[src/rtl/seq_multiplier.sv]
// Sequential shift-add multiplier: WIDTH x WIDTH -> 2*WIDTH, one partial product per clock.
// Optional signed mode (sgn port) is enabled by defining SEQ_MULTIPLIER_SIGNED_EN.
module seq_multiplier #(
  parameter int WIDTH = 8
) (
  input  logic               clk,
  input  logic               rst_n,
  input  logic               start,
  input  logic [WIDTH-1:0]   a,
  input  logic [WIDTH-1:0]   b,
`ifdef SEQ_MULTIPLIER_SIGNED_EN
  input  logic               sgn,
`endif
  output logic               busy,
  output logic               done,
  output logic [2*WIDTH-1:0] product,
  output logic [1:0]         dbg_state_o
);

  // Handshake: start is accepted on any edge where the block is in IDLE or DONE;
  // busy is high for exactly WIDTH cycles after acceptance, then done pulses for
  // one cycle with product already valid. start while busy is ignored.

  localparam int PW = 2 * WIDTH;
  localparam int CW = $clog2(WIDTH);

  localparam logic [1:0] IDLE = 2'd0;
  localparam logic [1:0] RUN  = 2'd1;
  localparam logic [1:0] DONE = 2'd2;

  logic [1:0]       state_q, state_d;
  logic [WIDTH-1:0] a_q, a_d;
  logic [WIDTH-1:0] b_q, b_d;
  logic [PW-1:0]    acc_q, acc_d;
  logic [CW-1:0]    cnt_q, cnt_d;
  logic [PW-1:0]    product_q, product_d;
  logic             busy_q, busy_d;
  logic             done_q, done_d;
  logic             neg_q, neg_d;

  logic [WIDTH-1:0] op_a, op_b;
  logic             op_neg;
  logic [WIDTH-1:0] addend;
  logic [WIDTH:0]   upper_sum;
  logic [PW:0]      pre_shift;
  logic [PW-1:0]    acc_step;
  logic             accept;

`ifdef SEQ_MULTIPLIER_SIGNED_EN
  // Signed operands are reduced to magnitudes; the sign is reapplied on the final write.
  assign op_a   = (sgn && a[WIDTH-1]) ? (~a + WIDTH'(1)) : a;
  assign op_b   = (sgn && b[WIDTH-1]) ? (~b + WIDTH'(1)) : b;
  assign op_neg = sgn & (a[WIDTH-1] ^ b[WIDTH-1]);
`else
  assign op_a   = a;
  assign op_b   = b;
  assign op_neg = 1'b0;
`endif

  assign accept    = start && ((state_q == IDLE) || (state_q == DONE));
  assign addend    = b_q[0] ? a_q : '0;
  assign upper_sum = {1'b0, acc_q[PW-1:WIDTH]} + {1'b0, addend};
  assign pre_shift = {upper_sum, acc_q[WIDTH-1:0]};
  assign acc_step  = pre_shift[PW:1];

  always_comb begin
    state_d   = state_q;
    a_d       = a_q;
    b_d       = b_q;
    acc_d     = acc_q;
    cnt_d     = cnt_q;
    product_d = product_q;
    busy_d    = busy_q;
    done_d    = 1'b0;
    neg_d     = neg_q;

    if (accept) begin
      state_d = RUN;
      a_d     = op_a;
      b_d     = op_b;
      neg_d   = op_neg;
      acc_d   = '0;
      cnt_d   = '0;
      busy_d  = 1'b1;
    end else begin
      case (state_q)
        IDLE: state_d = IDLE;
        RUN: begin
          acc_d = acc_step;
          b_d   = b_q >> 1;
          cnt_d = cnt_q + CW'(1);
          if (cnt_q == CW'(WIDTH - 1)) begin
            state_d   = DONE;
            busy_d    = 1'b0;
            done_d    = 1'b1;
            cnt_d     = '0;
            product_d = neg_q ? (~acc_step + PW'(1)) : acc_step;
          end
        end
        DONE:    state_d = IDLE;
        default: state_d = IDLE;
      endcase
    end
  end

  always_ff @(posedge clk or negedge rst_n) begin
    if (!rst_n) begin
      state_q   <= IDLE;
      a_q       <= '0;
      b_q       <= '0;
      acc_q     <= '0;
      cnt_q     <= '0;
      product_q <= '0;
      busy_q    <= 1'b0;
      done_q    <= 1'b0;
      neg_q     <= 1'b0;
    end else begin
      state_q   <= state_d;
      a_q       <= a_d;
      b_q       <= b_d;
      acc_q     <= acc_d;
      cnt_q     <= cnt_d;
      product_q <= product_d;
      busy_q    <= busy_d;
      done_q    <= done_d;
      neg_q     <= neg_d;
    end
  end

  assign busy        = busy_q;
  assign done        = done_q;
  assign product     = product_q;
  assign dbg_state_o = state_q;

endmodule
[config.mk]
export PLATFORM = sky130hd
export DESIGN_NAME = seq_multiplier
export DESIGN_NICKNAME = d
export VERILOG_FILES = /design/src/rtl/seq_multiplier.sv
export SDC_FILE = /design/constraint.sdc
export NUM_CORES = 1
export LEC_CHECK = 0
export CAP_MARGIN = 20
export CORE_ASPECT_RATIO = 1.5
export CORE_MARGIN = 4
export CORE_UTILIZATION = 50
export DETAILED_ROUTE_END_ITERATION = 12
export GPL_TIMING_DRIVEN = 0
export PLACE_DENSITY = 0.76
export SKIP_CTS_REPAIR_TIMING = 1
export SLEW_MARGIN = 20
export SYNTH_ARGS = -nofsm -noshare
export SYNTH_HDL_FRONTEND = slang
export SYNTH_SLANG_ARGS = --single-unit
[constraint.sdc]
create_clock -name clk -period 2.4 [get_ports clk]
set_clock_uncertainty 0.1 [all_clocks]
set_input_delay 0.48 -clock clk [delete_from_list [all_inputs] [get_ports clk]]
set_output_delay 0.48 -clock clk [all_outputs]
set_load 0.005 [all_outputs]
* Word-level counts from Yosys, hierarchy flattened
Index checks and enable logic that the tools add are counted.
** Word-level totals
- Flip-flop bits (word level) :: 55
- Input bits :: 19
- Word-level logic and storage cells :: 39
** Operators by class
- Add/sub/neg operators :: 2
- Eq/ne operators :: 4
- Muxes and demuxes :: 17
- Bitwise logic cells :: 1
- Reduce and logical (&&, ||, !) cells :: 7
** Operator list (number)
- $mux 16 :: 2
- $mux 8 :: 3
- $add 8x8->9 :: 1
- $mux 3 :: 3
- $mux 1 :: 6
- $mux 2 :: 3
- $reduce_bool 2->1 :: 2
- $add 3x1->3 const B :: 1
- $eq 3x3->1 const B :: 1
- $ne 3x3->1 const B :: 1
- $reduce_and 3->1 :: 1
- $eq 2x1->1 const B :: 1
- $eq 2x2->1 const B :: 1
- $logic_not 2->1 :: 1
- $reduce_and 2->1 :: 1
- $logic_and 1x1->1 :: 1
- $logic_or 1x1->1 :: 1
- $not 1->1 :: 1

* Longest topological paths before layout
- Word-level depth :: 5
- Mapped depth :: 8
- Mapped depth without buffers :: 8

* Worst setup path before layout
OpenSTA, ideal clock, no wires.
- Path kind :: register to register
- From :: register b_q[0]
- To :: register acc_q[13]
- Setup time :: 0.128 ns
- Arrival time :: 1.901 ns
- Required time :: 2.172 ns
- Setup slack :: 0.271 ns
- Cell stages (with the launch flop) :: 9
- Buffers on the path :: 0
- Clock period less this slack :: 2.129 ns
- Cell sequence :: dfrtp_1 and2_1 ha_1 fa_1 a21oi_1 o211ai_1 a21oi_1 xor2_1 o21ai_0
** Between the ends
- Word-level cells in the longest chain between the ends :: 4
** RTL lines
- start, declared :: RTL line 33 : logic [WIDTH-1:0] b_q, b_d;
- start signal, assigned :: RTL line 110 : b_q <= '0;
- start signal, assigned :: RTL line 120 : b_q <= b_d;
- $mux 8 :: RTL line 61 : assign addend = b_q[0] ? a_q : '0;
- $add 8x8->9 :: RTL line 62 : assign upper_sum = {1'b0, acc_q[PW-1:WIDTH]} + {1'b0, addend};
- $mux 16 :: RTL line 86 : case (state_q)
- $mux 16 :: RTL line 77 : if (accept) begin
- end signal, assigned :: RTL line 111 : acc_q <= '0;
- end signal, assigned :: RTL line 121 : acc_q <= acc_d;
- end, declared :: RTL line 34 : logic [PW-1:0] acc_q, acc_d;
No other way between the ends. The select of a mux whose other input is x is not followed.
A chain may end at the register's enable or synchronous reset.

* Worst setup path after layout
Ends and elaborated chain as after synthesis.

==> flow_summary.toml <==
[routing]
vias_per_cell = 5.235
dr.pass1.iters = 4
remaining_drc_errors = 0
wl_um = 4600
via_count = 1628
ant_nets = 0
wl_per_cell_um = 14.79
drt-initial-drc-count = 32

[clock_tree]
h-tree-depth = 2
clk_path_buf_depth = 2
cts_sinks = 54
cts_tree = "built"
worstSkewPairLatency_ns = 0.31
cts-root-buf = "clkbuf_8"
cts_inserted_buffers = 5
clkTransAtPathRegs_ns = 0.09

[yosys]
synth_ff_type = "dfrtp_1"
yosysMostFrequentCell = "dfrtp_1"
ys_seq_area_frac = 0.5524
yosys.area.top_type = "dfrtp_1"
synth_cell_type_count = 32
syn-instance-count = 200
synth.area.top_cells = "dfrtp_1 (55%), mux2_4 (5.5%), ha_1 (5.1%), mux2_2 (4.6%), a22o_1 (4.3%)"
ys_ff_latch = 54
ys_warn_count = 0
synth.top_cell.area_share = 0.5524
ys_async_sr_fraction = 1.000
synthTopCellsByCount = "dfrtp_1 (54), nand2_1 (25), o21ai_0 (16)"
synth_edf_count = 0
synth_nets = 230
avgSynthCellArea_um2 = 12.23
syn_area_um2 = 2446

[global_routing]
track_usage = 0.1657
grt.met2_usage = 0.2895
grt_util_met3 = 0.02036
grt_max_degree = 55
overflow = 0
grt_pass1_vias = 1719
top_usage_layer = "met2"
use_met1 = 0.1896
grt_pass1_wl_um = 7762
antenna_found_initial = 0

[power]
power_density_nw_per_um2 = 1255
ir_worst_vdd_mv = 0.5318
power_leakage_nw = 1.407

[min_path]
worstHoldPathType = "input pin to asynchronous set/reset pin"

[sta]
fin_setup_tns_ns = 0
holdWs_ns = 0.09905
finalSetupViolations = 0
relSlewSlack = 0.5522
drv_slew = 0
fin_crit_sh = 0.9452
grt_setup_unrepaired = "false"
period_needed_ns = 2.268
hold_viol_final = 0
worstMarginPinSlew_ns = 0.6717
max_freq_mhz = 440.8

[floorplanning]
rows = 30
fp.coreArea_um2 = 4617
die_h_um = 93.67
initial_core_util = 0.5298
die_w_um = 65.11
io_pins = 39
dieArea_um2 = 6099

[final_layout]
drive_gt1_frac = 0.1903
fillCellCount = 367
fin_area_um2 = 3039
areaGrowthSynthToFinish_pct = 24.25
diodes = 0
nets = 276

[placed_design]
numPortBuffers = 38
gp_congestion = 0.8509
placedInstanceArea_um2 = 2904
hpwl_um = 3224

[worst_setup_path]
criticalPathCategory = "flip-flop to flip-flop"
critPathRequiredTime_ns = 2.48
r2r-end = "acc_q[13]"
cp_max_fo = 6
crit_arrival_ns = 2.35
crit_start = "b_q[0]"
crit_path_end = "acc_q[13]"
reg2reg_depth = 8
r2r-start = "b_q[0]"
r2r_slack_ns = 0.13
cp-end-kind = "flip-flop"
crit_path_start_kind = "flip-flop"

[job]
drv_cap = 0

[status]
status = "complete, no violations"
==> stage by stage <==
| step | util | worst slack (ns) | power, W | std cells |
|---|---|---|---|---|
| 4_1_cts | 0.6542 | -0.1050 | 0.003825 | 310 |
| 2_1_floorplan | - | 0.2713 | 0.002607 | 200 |
| 6_report | 0.6583 | 0.1316 | 0.003814 | 311 |
| 3_3_place_gp | 0.6295 | -0.8659 | 0.003124 | 302 |
| 5_1_grt | 0.6583 | 0.03684 | 0.004098 | 311 |
| 3_5_place_dp | 0.6290 | -0.04869 | 0.003184 | 302 |
==> routing by layer <==
metal	up-vias	routed length, um
met3	13	189
met2	39	2342
li1	783	-
met5	-	0
met4	0	140
met1	793	1928
==> report_power, final <==
group | switching, W | internal, W | total (W) | leakage (nW)
Combinational | 0.000742 | 0.000914 | 0.00166 | 0.664
Clock | 0.000306 | 0.000318 | 0.000624 | 0.0591
Sequential | 0.000238 | 0.00130 | 0.00153 | 0.684
==> sequential cells by signal (all words and copies together) (netlist names) <==
name         flops
product         16
acc_q           15
a_q              8
b_q              8
cnt_q            3
dbg_state_o      2
busy             1
done             1
==> critical path, cell delays in order (launching register included) <==
cell and delay, ns:
dfrtp_2 0.45, and2_1 0.15, ha_1 0.23, fa_2 0.38
a21oi_2 0.18, o211ai_1 0.14, a21oi_2 0.19, xor2_1 0.22
o21ai_0 0.11
==> placed cells by master, fill, tap and decap left out, drive strengths merged, types with 2 or more instances in the layout <==
master / count
clkdlybuf4s50: 37
buf: 12
a22oi: 2
a22o: 12
a21oi: 8
inv: 5
nand2: 26
o211ai: 2
and2: 8
dfrtp: 54
mux2: 19
nor2: 5
ha: 10
clkbuf: 5
o21bai: 2
xor2: 3
o21ai: 17
xnor2: 3
a21o: 2
mux2i: 5
nor2b: 3
==> final cells by class <==
| type | count | area [um2] | share of cell area |
|---|---|---|---|
| Buffer | 10 | 61.31 | 0.02017 |
| Tap cell | 64 | 80.08 | 0.02635 |
| Clock buffer | 5 | 68.82 | 0.02264 |
| Timing Repair Buffer | 39 | 385.4 | 0.1268 |
| Inverter | 3 | 11.26 | 0.003705 |
| Multi-Input combinational cell | 133 | 1032 | 0.3396 |
| Clock inverter | 3 | 47.55 | 0.01564 |
| Sequential cell | 54 | 1353 | 0.4450 |
==> worst min path at each step <==
stage                             to  slack [ns]  cells after the start
after floorplan               a_q[0]        0.08                      0
after global placement          busy        0.36                      1
after detailed placement        busy        0.37                      1
after CTS                     a_q[2]        0.12                      1
after global routing        acc_q[7]        0.16                      1
final                     product[9]         0.1                      1
==> kinds of logic after synthesis <==
logic type      after synthesis  share of synthesized area
fa+ha+maj                    11                    0.05934
xor+xnor                      6                    0.02149
buf+inv                      13                    0.02966
mux                          24                     0.1217
compound gates               47                     0.1268
simple gates                 45                    0.08849
flops                        54                     0.5524
No activity file was read; power rests on OpenSTA's default activity.
